### src/rtl/jtag_gpr_access_pkg.sv
// Shared widths, response codes and FSM encodings for the JTAG GPR access initiator.
package jtag_gpr_access_pkg;

  localparam int REG_ADDR_WIDTH = 5;
  localparam int CPU_WIDTH      = 32;

  typedef enum logic [1:0] {
    RSP_OK          = 2'b00,
    RSP_VERIFY_FAIL = 2'b01,
    RSP_HALT_TO     = 2'b10,
    RSP_RSVD        = 2'b11
  } rsp_status_e;

  typedef enum logic [2:0] {
    ST_IDLE   = 3'd0,
    ST_HALT   = 3'd1,
    ST_ACCESS = 3'd2,
    ST_VERIFY = 3'd3,
    ST_RESP   = 3'd4
  } state_e;

  // x0 is hard-wired to zero in the register file, so it is never written.
  function automatic logic is_x0(input logic [REG_ADDR_WIDTH-1:0] addr);
    return (addr == {REG_ADDR_WIDTH{1'b0}});
  endfunction

endpackage

### src/rtl/jtag_gpr_access.sv
// Debug-side initiator for the regfile JTAG GPR port: halts the core, performs one
// read or write per command, verifies writes by read-back (with retries) and responds.
module jtag_gpr_access
  import jtag_gpr_access_pkg::*;
#(
  parameter int HALT_TIMEOUT = 64,
  parameter int MAX_RETRY    = 3
) (
  input  logic                      clk,
  input  logic                      rst,
  input  logic                      cmd_valid_i,
  output logic                      cmd_ready_o,
  input  logic                      cmd_write_i,
  input  logic [REG_ADDR_WIDTH-1:0] cmd_addr_i,
  input  logic [CPU_WIDTH-1:0]      cmd_data_i,
  output logic                      rsp_valid_o,
  input  logic                      rsp_ready_i,
  output logic [CPU_WIDTH-1:0]      rsp_data_o,
  output logic [1:0]                rsp_status_o,
  output logic                      halt_req_o,
  input  logic                      halted_i,
  output logic                      jtag_we_o,
  output logic [REG_ADDR_WIDTH-1:0] jtag_addr_o,
  output logic [CPU_WIDTH-1:0]      jtag_data_o,
  input  logic [CPU_WIDTH-1:0]      jtag_data_i
);

  localparam int HALT_CNT_W = $clog2(HALT_TIMEOUT + 1);
  localparam int RETRY_W    = (MAX_RETRY > 0) ? $clog2(MAX_RETRY + 1) : 1;
  localparam logic [HALT_CNT_W-1:0] HALT_LAST = HALT_CNT_W'(HALT_TIMEOUT - 1);
  localparam logic [RETRY_W-1:0]    RETRY_MAX = RETRY_W'(MAX_RETRY);

  state_e                state_r;
  logic                  cmd_write_r;
  logic [HALT_CNT_W-1:0] halt_cnt_r;
  logic [RETRY_W-1:0]    retry_cnt_r;

  // Command FSM; jtag_addr_o/jtag_data_o double as the latched command address/data.
  always_ff @(posedge clk) begin
    if (rst) begin
      state_r      <= ST_IDLE;
      cmd_write_r  <= 1'b0;
      halt_cnt_r   <= {HALT_CNT_W{1'b0}};
      retry_cnt_r  <= {RETRY_W{1'b0}};
      cmd_ready_o  <= 1'b1;
      rsp_valid_o  <= 1'b0;
      rsp_data_o   <= {CPU_WIDTH{1'b0}};
      rsp_status_o <= RSP_OK;
      halt_req_o   <= 1'b0;
      jtag_we_o    <= 1'b0;
      jtag_addr_o  <= {REG_ADDR_WIDTH{1'b0}};
      jtag_data_o  <= {CPU_WIDTH{1'b0}};
    end else begin
      jtag_we_o <= 1'b0;
      case (state_r)
        ST_IDLE: begin
          if (cmd_valid_i && cmd_ready_o) begin
            cmd_write_r <= cmd_write_i;
            jtag_addr_o <= cmd_addr_i;
            jtag_data_o <= cmd_data_i;
            halt_req_o  <= 1'b1;
            cmd_ready_o <= 1'b0;
            halt_cnt_r  <= {HALT_CNT_W{1'b0}};
            state_r     <= ST_HALT;
          end
        end
        ST_HALT: begin
          if (halted_i) begin
            jtag_we_o <= cmd_write_r && !is_x0(jtag_addr_o);
            state_r   <= ST_ACCESS;
          end else if (halt_cnt_r == HALT_LAST) begin
            rsp_data_o   <= {CPU_WIDTH{1'b0}};
            rsp_status_o <= RSP_HALT_TO;
            rsp_valid_o  <= 1'b1;
            state_r      <= ST_RESP;
          end else begin
            halt_cnt_r <= halt_cnt_r + 1'b1;
          end
        end
        ST_ACCESS: begin
          if (is_x0(jtag_addr_o)) begin
            rsp_data_o   <= {CPU_WIDTH{1'b0}};
            rsp_status_o <= RSP_OK;
            rsp_valid_o  <= 1'b1;
            state_r      <= ST_RESP;
          end else if (!cmd_write_r) begin
            rsp_data_o   <= jtag_data_i;
            rsp_status_o <= RSP_OK;
            rsp_valid_o  <= 1'b1;
            state_r      <= ST_RESP;
          end else begin
            state_r <= ST_VERIFY;
          end
        end
        ST_VERIFY: begin
          // A write lost to a concurrent core writeback reads back wrong and is re-issued.
          if (jtag_data_i == jtag_data_o) begin
            rsp_data_o   <= jtag_data_i;
            rsp_status_o <= RSP_OK;
            rsp_valid_o  <= 1'b1;
            state_r      <= ST_RESP;
          end else if (retry_cnt_r < RETRY_MAX) begin
            retry_cnt_r <= retry_cnt_r + 1'b1;
            jtag_we_o   <= 1'b1;
            state_r     <= ST_ACCESS;
          end else begin
            rsp_data_o   <= jtag_data_i;
            rsp_status_o <= RSP_VERIFY_FAIL;
            rsp_valid_o  <= 1'b1;
            state_r      <= ST_RESP;
          end
        end
        ST_RESP: begin
          if (rsp_ready_i) begin
            rsp_valid_o <= 1'b0;
            halt_req_o  <= 1'b0;
            halt_cnt_r  <= {HALT_CNT_W{1'b0}};
            retry_cnt_r <= {RETRY_W{1'b0}};
            cmd_ready_o <= 1'b1;
            state_r     <= ST_IDLE;
          end
        end
        default: begin
          rsp_valid_o <= 1'b0;
          halt_req_o  <= 1'b0;
          cmd_ready_o <= 1'b1;
          state_r     <= ST_IDLE;
        end
      endcase
    end
  end

endmodule

### config.mk
export PLATFORM = sky130hd
export DESIGN_NAME = jtag_gpr_access
export DESIGN_NICKNAME = d
export VERILOG_FILES = /design/src/rtl/jtag_gpr_access_pkg.sv /design/src/rtl/jtag_gpr_access.sv
export SDC_FILE = /design/constraint.sdc
export NUM_CORES = 1
export LEC_CHECK = 0
export CAP_MARGIN = 20
export CORE_ASPECT_RATIO = 0.7
export CORE_MARGIN = 3
export CORE_UTILIZATION = 48
export CTS_CLUSTER_DIAMETER = 120
export CTS_CLUSTER_SIZE = 40
export DETAILED_ROUTE_END_ITERATION = 7
export PLACE_DENSITY = 0.84
export SYNTH_ARGS = -nofsm -noshare
export SYNTH_HDL_FRONTEND = slang
export SYNTH_SLANG_ARGS = --single-unit
### constraint.sdc
create_clock -name clk -period 5.5 [get_ports clk]
set_input_delay 0.825 -clock clk [delete_from_list [all_inputs] [get_ports clk]]
set_output_delay 0.825 -clock clk [all_outputs]
set_load 0.01 [all_outputs]
* Yosys cells after proc, flatten, opt, wreduce, memory -nomap -nowiden
Cells that the tools add are included.
** Storage, ports and cells
- Output and inout port bits :: 75
- Input port bits :: 75
- Bits in registers :: 88
** Cells by class
- Muxes and demuxes :: 49
- Magnitude comparators :: 1
- $add $sub $neg :: 2
- Reduce and logical (&&, ||, !) cells :: 16
- Bitwise operators :: 2
- Equal/unequal tests :: 16
** Operators with widths (number)
- $mux W32 :: 6
- $pmux W32 S3 :: 1
- $eq A32 B32 Y1 :: 1
- $mux W7 :: 4
- $mux W3 :: 8
- $pmux W7 S3 :: 1
- $mux W2 :: 9
- $pmux W3 S5 :: 1
- $ne A2 B2 Y1 const B :: 7
- $mux W1 :: 13
- $reduce_and A5 Y1 :: 2
- $ne A3 B3 Y1 const B :: 3
- $add A7 B1 Y7 const B :: 1
- $eq A7 B6 Y1 const B :: 1
- $eq A3 B2 Y1 const B :: 2
- $pmux W1 S3 :: 2
- $pmux W2 S3 :: 1
- $reduce_and A3 Y1 :: 2
- $reduce_and A6 Y1 :: 1
- $reduce_bool A3 Y1 :: 2
- $logic_not A5 Y1 :: 1
- $pmux W1 S5 :: 1
- $pmux W2 S2 :: 1
- $reduce_and A4 Y1 :: 1
- 12 further kinds :: 14

* Depth between registers and ports, before layout
Gate-level depths: netlist of the first run.
- Depth after elaboration :: 5
- Mapped depth :: 8
- Mapped depth without buffers :: 7

* Worst setup path after synthesis of the first run
OpenSTA, ideal clock, no wires.
- Path type :: input to register
- Start point :: input jtag_data_i[19]
- End point :: register rsp_data_o[10]
- Stages :: 8
- Slack :: 2.718 ns
- Required time :: 5.382 ns
- Arrival :: 2.664 ns
- Path through :: xor2_1 -> nor4_2 -> nand4_1 -> o31a_2 -> or4_4 -> buf_6 -> buf_12 -> mux2i_1
** Between the ends
- Longest elaborated chain between the ends :: 3
- Elaborated cells between the ends (all ways) :: 5
** RTL lines
- start, declared :: line jtag_gpr_access.sv:25 : input logic [CPU_WIDTH-1:0] jtag_data_i
- $eq A32 B32 Y1 * :: line jtag_gpr_access.sv:97 : if (jtag_data_i == jtag_data_o) begin
- $ne A3 B3 Y1 (no line) / $mux W32 (equally long branches)
- $reduce_and A5 Y1 (no line) / $pmux W32 S3 (equally long branches)
- end signal, assigned :: line jtag_gpr_access.sv:87 : rsp_data_o <= jtag_data_i;
- end signal, assigned :: line jtag_gpr_access.sv:98 : rsp_data_o <= jtag_data_i;
- end signal, assigned :: line jtag_gpr_access.sv:107 : rsp_data_o <= jtag_data_i;
- end, declared :: line jtag_gpr_access.sv:18 : output logic [CPU_WIDTH-1:0] rsp_data_o,
Every way passes the cells marked *; elsewhere a longest branch is shown, timed or not.
A chain may end at the register's enable or synchronous reset.

* Worst setup path in the final report of the first run
- Start point :: input jtag_data_i[27]
- End point :: register rsp_data_o[3]
Same word-level chain as after synthesis.

==> results.txt, run 1 <==
The detailed router's first-iteration violation count came out at 185. The worst register-to-register path has a depth of 6. Routability-driven placement finished with a final weighted congestion of 0.887. The biggest area contributor in the post-synthesis netlist is sky130_fd_sc_hd__dfxtp_1. The worst hold path begins at jtag_addr_o[1]$_SDFFE_PP0P_.

In this run the biggest area consumer among cell types represents 44.5% of the synthesized area. The wire length per cell after detailed routing came out at 16.2 µm. The hold violation total from the final report is 0.

Counting distinct cell types in the post-synthesis netlist gives 40. The number of hold buffers added after CTS was 0. The ratio of cells with drive above 1 in the final layout came out at 4.34%. The final critical path takes up 63.5% of the cycle. In this run the cell area of the synthesized design comes to 3960 µm². For this design the static power due to leakage is 2.29 nW. The flow ran to the end, and the final reports show no timing, DRC or antenna violations. The repair_antennas step left the layout with diodes totalling 0. The total number of vias is 3633.

The floorplan step set the die width to 115 µm. The worst-skew pair later-pin latency came out at 0.33 ns. TritonCTS built the clock tree.

Along the worst path, the maximum fanout reaches 33. The topmost layer with routed signal wires is met4. The worst hold path depth came out at 2.

The clock root buffer master is sky130_fd_sc_hd__clkbuf_16. Setup violations remaining at the end of the flow were counted as 0. Data on the critical path arrives at its endpoint at 3.68 ns. The number of clock buffers inserted by TritonCTS is 9.

Ranked by instance count, the synthesized netlist is headed by sky130_fd_sc_hd__nand2_1, sky130_fd_sc_hd__dfxtp_1, sky130_fd_sc_hd__a21oi_1, sky130_fd_sc_hd__xor2_1. The number of levels in the clock H-tree came out at 3. The post-detailed-route DRC marker count is 0. The met2 layer wire length in the routed design is 5150 µm. The total I/O pin count is 150.

The areal power density over the cells is 336 nW/µm². The path class of the tightest hold or removal check is reg -> reg. The library cell with the highest instance count after synthesis is sky130_fd_sc_hd__nand2_1.

The number of buffers added on ports is 149. Global routing used 23.6% of the available tracks. The minimum setup slack in the final design is 2.01 ns. The number of warnings issued by yosys is 0. The startpoint identified for the worst register-to-register timing path is jtag_data_o[14]$_SDFFE_PP0P_. The number of gates given a new drive strength after cts came out at 0. The synthesized area per cell is 8.62 µm².

The die height is 82.0 µm. The synthesized net count came out at 536. Entering global routing, the biggest net connects 86 pins. The final-report max-slew violation count is 0.

Once the floorplan was initialized, standard cells occupied 49.9% of the core. The flop and latch count out of synthesis came out at 88. Clock-pin slew was measured on the worst setup and hold paths at 0.07 ns. The estimated wirelength of the detail-placed design came out at 8120 µm. The fmax is 286 MHz. The register-to-register path setup slack is 2.59 ns.

Yosys attributes the largest share of cell area to sky130_fd_sc_hd__dfxtp_1, sky130_fd_sc_hd__nand2_1, sky130_fd_sc_hd__mux2i_1. Before CTS, the worst setup slack after placement is 1.73 ns. The first-pass iteration count of the detailed router came out at 4. The post-route clock skew is 0.0123 ns. The most critical setup path has its startpoint at jtag_data_i[27]. The detailed router put a total of 5220 µm of wire on met1. The largest voltage drop on the vdd net is 0.221 mV. Combinational cells account for 28.6% of the total power. The async set or reset register ratio after synthesis is 0%. Measured against its own limit, the worst slew margin works out to 40.6%.

Setup repair after global routing left no endpoint under its margin. The core box area is 7940 µm². The via count of the first global-routing pass is 3434. The predominant post-synthesis flop cell is sky130_fd_sc_hd__dfxtp_1. Relative to the synthesized area, the layout overhead comes to 45.1%. The sink count of the clock tree came out at 88. The critical path is of the in -> reg type. The aggregate negative setup slack is 0 ns.

The sort of element at the start of the critical path is an input port. Per report_power, the clock group accounts for 31.4% of the total. The gate count after technology mapping is 459. The internal power of the cells totals 0.00133 W. The portion of the post-synthesis area used by sequential elements is 44.5%. The portion of total power attributed to sequential cells is 40.0%. The final net count came out at 671.

The cell row count is 27. The via count normalized by instance count came out at 5.19. The final routed wirelength across all metal layers is 11300 µm. The die footprint is 9390 µm².

The minimum clock period after layout is 3.49 ns. STA classifies the critical path endpoint as a flop. Summed over all nets, the switching power comes to 0.000602 W.

The number of antenna violations at the first check in global routing came out at 0. The post-CTS setup buffer count is 0. Wire segments on met3 add up to 836 µm in the final route. Max-cap violations in this run came to 0. The first-pass GRT wire length came out at 17300 µm. The number of antenna-violating nets in the routed design is 0. The number of enable-type register cells in the synthesized netlist came out at 0. The share of total power consumed by net switching is 31.2%. The maximum count of clock buffers along a single path came out at 2. The slew at the pin closest to its max-slew limit came out at 0.890 ns. The overflow left after global routing came out at 0. Data on the critical path is required at its endpoint by 5.68 ns.
## cell usage in the layout (no fill, tap or decap), drive strengths merged, types with 4 or more instances in the layout
cell type and count:
nor4 9, inv 4, nand2 115, dfxtp 88, nand4 4, clkbuf 12
o21ai 4, a21oi 45, clkdlybuf4s50 148, buf 4, xor2 36, mux2i 35
nor2 15, nor3 4, nand2b 35
## kinds of logic after synthesis
family | after synthesis | synth area share [%]
and+or+nand+nor | 199 | 23.7
DFF | 88 | 44.5
AOI/OAI and AO/OA | 64 | 9.14
xor gates and xnor gates | 38 | 8.41
muxes | 36 | 9.14
buffers and inverters | 32 | 4.46
adders and majority gates | 2 | 0.632
## state kept, by name (all words and copies together), names as in the netlist
name          cells
cmd_ready_o       1
cmd_write_r       1
halt_cnt_r        7
halt_req_o        1
jtag_addr_o       5
jtag_data_o      32
jtag_we_o         1
retry_cnt_r       2
rsp_data_o       32
rsp_status_o      2
rsp_valid_o       1
state_r           3
## layer usage
layer | vias to the layer above | global-route usage [%]
met1 | 1696 | 31.4
li1 | 1799 | -
met4 | 0 | 6.76
met2 | 126 | 37.5
met3 | 12 | 6.92
met5 | - | 0
## worst max-delay path, stage by stage
cell                              delay (ns)
sky130_fd_sc_hd__clkdlybuf4s50_1        0.45
sky130_fd_sc_hd__xor2_1                 0.18
sky130_fd_sc_hd__nor4_1                 0.52
sky130_fd_sc_hd__nand4_1                0.23
sky130_fd_sc_hd__o31a_2                 0.42
sky130_fd_sc_hd__or4_4                  0.82
sky130_fd_sc_hd__mux2i_1                0.22
## final cells by class
type / count / area, µm²
tap: 101 / 126
timing repair buffer: 152 / 1510
clock buffer: 12 / 246
multi-input combinational: 339 / 2030
clock inverter: 4 / 53.8
sequential: 88 / 1760
fill: 627 / 2200
inverter: 4 / 15.0
## path summary, 6_finish.rpt
| kind | endpoint |
|---|---|
| worst max-delay path | rsp_data_o[3]$_SDFFE_PP0P_ |
| worst min-delay path | jtag_addr_o[1]$_SDFFE_PP0P_ |
| worst max register to register | rsp_data_o[3]$_SDFFE_PP0P_ |
| worst min register to register | jtag_addr_o[1]$_SDFFE_PP0P_ |
## power by group through the flow
stage | Combinational (W) | Clock, W | Sequential [W]
floorplan | 0.000323 | 0 | 0.000783
global route | 0.000603 | 0.000650 | 0.000781
finish | 0.000552 | 0.000607 | 0.000773
global placement | 0.000540 | 0 | 0.000781
CTS | 0.000556 | 0.000617 | 0.000772
detailed placement | 0.000551 | 0 | 0.000785
## per-stage QoR
| stage | hold slack, ns | instances | cell area [µm²] | utilization, % | total power, W |
|---|---|---|---|---|---|
| after CTS | 0.476 | 700 | 5740 | 72.3 | 0.00194 |
| after detailed placement | 0.462 | 684 | 5440 | 68.5 | 0.00134 |
| after global placement | 0.444 | 684 | 5440 | 68.5 | 0.00132 |
| after floorplan | 0.435 | 459 | 3960 | - | 0.00111 |
| after global routing | 0.488 | 700 | 5740 | 72.3 | 0.00203 |
| final | 0.475 | 700 | 5740 | 72.3 | 0.00193 |
No activity file was read; power rests on OpenSTA's default activity.
==> run 2, diff against run 1 <==
--- a/config.mk
+++ b/config.mk
@@ -8,11 +8,11 @@
 export CAP_MARGIN = 20
 export CORE_ASPECT_RATIO = 0.7
 export CORE_MARGIN = 3
-export CORE_UTILIZATION = 48
+export CORE_UTILIZATION = 40
 export CTS_CLUSTER_DIAMETER = 120
 export CTS_CLUSTER_SIZE = 40
 export DETAILED_ROUTE_END_ITERATION = 7
-export PLACE_DENSITY = 0.84
+export PLACE_DENSITY = 0.75
 export SYNTH_ARGS = -nofsm -noshare
 export SYNTH_HDL_FRONTEND = slang
 export SYNTH_SLANG_ARGS = --single-unit
==> constraint.sdc (replaced) <==
create_clock -name clk -period 3.1 [get_ports clk]
set_input_delay 0.465 -clock clk [delete_from_list [all_inputs] [get_ports clk]]
set_output_delay 0.465 -clock clk [all_outputs]
set_load 0.01 [all_outputs]
==> run 2 against run 1 <==
Clock power rose by 73%; routed wire length rose by 3.2%; sequential share of layout area fell by 0.47 points; first-iteration DRC count rose by 2.2%; sequential cell count did not move; utilization fell by 9.8 points; critical path depth rose by 2; global-route usage fell by 2.4 points; worst hold slack got worse by 0.017 ns; clock skew fell by 0.0060 ns; register-to-register slack got worse by 2.2 ns.
==> results.txt, run 2 (same netlist as run 1, synthesis figures left out) <==
The aggregate negative setup slack is 0 ns (unchanged). The final-report max-slew violation count is 0 (unchanged). The estimated wirelength of the detail-placed design was 8550 µm (was 8120 µm). The share of total power consumed by net switching is 30.9% (was 31.2%).

The clock transition time at the flip-flop clock pins of the worst setup and hold paths is 0.06 ns (was 0.07 ns). The cell row count came out at 29 (was 27). The maximum count of clock buffers along a single path is 2 (unchanged).

The areal power density over the cells is 590 nW/µm² (was 336 nW/µm²). Unrepaired setup endpoints after global routing: false (unchanged). The commonest non-fill, non-tap cell in the layout is sky130_fd_sc_hd__clkdlybuf4s50_1 (unchanged). The total I/O pin count came out at 150 (unchanged). The max capacitance violation total came out at 0 (unchanged). The sink count of the clock tree came out at 88 (unchanged). The aggregate global-route resource usage is 21.3% (was 23.6%). The final routed wirelength across all metal layers is 11700 µm (was 11300 µm).

The first-pass iteration count of the detailed router is 4 (unchanged). The die outline width came out at 125 µm (was 115 µm). The path type of the worst min-delay path is reg -> reg (unchanged). The number of antenna violations at the first check in global routing is 0 (unchanged). The post-CTS setup buffer count came out at 0 (unchanged). Biggest registers after layout: jtag_data_o (32), rsp_data_o (32), halt_cnt_r (7) (unchanged). The clock tree from TritonCTS is done (unchanged). The clock root buffer master is sky130_fd_sc_hd__clkbuf_16 (unchanged). The data required time of the worst path came to 3.31 ns (was 5.68 ns).

The hold buffer count at cts is 0 (unchanged). The design internal power was 0.00238 W (was 0.00133 W). The layout filler cell count came out at 785 (was 627).

Result of the run: finished, final reports clean (unchanged). The worst-skew pair later-pin latency came out at 0.33 ns (about the same). The post-route clock skew is 0.00629 ns (was 0.0123 ns). For this run, the top clock speed supported by timing is 344 MHz.

The via count normalized by instance count came to 4.91 (was 5.19). The portion of total power attributed to sequential cells was 39.7% (was 40.0%). The number of clock buffers inserted by TritonCTS is 9 (unchanged). The ratio of cells with drive above 1 in the final layout came to 5.61% (was 4.34%). The final net count is 679 (was 671). The total number of vias came to 3586 (was 3633). The number of buffers added on ports came out at 149 (unchanged). After layout, the worst path uses 93.9% of the clock period. The minimum clock period after layout came out at 2.91 ns.

The synthesis-to-layout area growth came out at 47.3% (was 45.1%). Highest-count cells in the layout ignoring fill and taps: sky130_fd_sc_hd__clkdlybuf4s50_1, sky130_fd_sc_hd__nand2_1, sky130_fd_sc_hd__dfxtp_1 (unchanged). The overflow left after global routing is 0 (unchanged). The number of antenna-violating nets in the routed design came to 0 (unchanged).

The wire length per cell after detailed routing was 16.0 µm (was 16.2 µm). The class of the most critical setup path is in -> reg (unchanged). The starting density of the core is 42.4% (was 49.9%). The number of levels in the clock H-tree is 3 (unchanged). The portion of total power attributed to combinational logic came out at 29.6% (was 28.6%). The number of diodes added for antenna fixing is 0 (unchanged). The core box area was 9330 µm² (was 7940 µm²). The number of gates given a new drive strength after cts came to 0 (unchanged). The largest voltage drop on the vdd net came out at 0.326 mV (was 0.221 mV).

The slew at the pin closest to its max-slew limit came out at 0.888 ns (was 0.890 ns). The hold violation total from the final report came out at 0 (unchanged). The maximum number of pins on one net before global-route repair is 85 (was 86). The via count of the first global-routing pass came out at 3631 (was 3434). The first-pass GRT wire length came to 18600 µm (was 17300 µm). The global placer's final weighted congestion is 0.825 (was 0.887). The maximum net fanout on the critical path is 25 (was 33). The die height came to 89.2 µm (was 82.0 µm). The count of final setup violators came out at 0 (unchanged). The total power after layout came out at 0.00344 W (was 0.00193 W). The detailed router's first-iteration violation count is 189 (was 185).

The reported net switching power came to 0.00106 W (was 0.000602 W). The post-detailed-route DRC marker count is 0 (unchanged). The die footprint came out at 11100 µm² (was 9390 µm²).

The arrival time at the worst endpoint came out at 3.12 ns (was 3.68 ns). The type of element capturing the critical path was a flop (unchanged). The leakage dissipation was 2.34 nW (was 2.29 nW). The sort of element at the start of the critical path was an input port (unchanged). The tightest slew margin relative to the limit came out at 40.5% (was 40.6%). The fraction of power consumed by the clock network was 30.6% (was 31.4%).
## run 2: through the flow
stage,hold slack (ns),instances,setup WS (ns),cell area [µm²],utilization (%)
6_report,0.458,730,0.190,5830,62.5
5_1_grt,0.477,730,0.0708,5830,62.5
4_1_cts,0.456,730,0.207,5830,62.5
3_5_place_dp,0.448,715,-0.132,5540,59.4
3_3_place_gp,0.442,715,-0.0861,5540,59.4
2_1_floorplan,0.435,459,0.678,3960,-
## run 2: critical path: stages
cell,delay (ns)
sky130_fd_sc_hd__clkdlybuf4s50_1,0.45
sky130_fd_sc_hd__xor2_1,0.17
sky130_fd_sc_hd__nor4_1,0.40
sky130_fd_sc_hd__buf_4,0.18
sky130_fd_sc_hd__nand4_1,0.14
sky130_fd_sc_hd__o31a_2,0.41
sky130_fd_sc_hd__or4_4,0.54
sky130_fd_sc_hd__buf_12,0.20
sky130_fd_sc_hd__mux2i_1,0.14
## run 2: final timing paths
path,from,to,slack [ns],cells after the start
hold reg to reg,cmd_write_r$_SDFFE_PP0P_,cmd_write_r$_SDFFE_PP0P_,0.46,2
setup reg to reg,jtag_data_o[18]$_SDFFE_PP0P_,rsp_data_o[3]$_SDFFE_PP0P_,0.44,8
hold / removal,cmd_write_r$_SDFFE_PP0P_,cmd_write_r$_SDFFE_PP0P_,0.46,2
setup / recovery,jtag_data_i[14],rsp_data_o[3]$_SDFFE_PP0P_,0.19,9
## run 2: final cells by class
class	count	area, µm²	area share (%)
multi-input combinational	339	2030	34.8
sequential	88	1760	30.2
timing repair buffer	160	1580	27.1
clock buffer	11	243	4.16
tap	124	155	2.66
clock inverter	4	45.0	0.773
inverter	4	15.0	0.258
## run 2: layer usage
metal  up-vias  share of wire [%]  global-route usage (%)
met5         -                  0                       0
met4         0                1.0                    5.91
met3         8                6.7                    6.27
met2       112                 44                    34.3
met1      1655                 48                    28.3
li1       1811                  -                       -
## run 2: power groups by stage
stage               clock network, W  logic (W)  registers, W
floorplan                          0   0.000574       0.00139
global placement                   0    0.00101       0.00139
detailed placement                 0    0.00102       0.00139
CTS                          0.00109    0.00103       0.00137
global route                 0.00112    0.00112       0.00139
finish                       0.00105    0.00102       0.00137
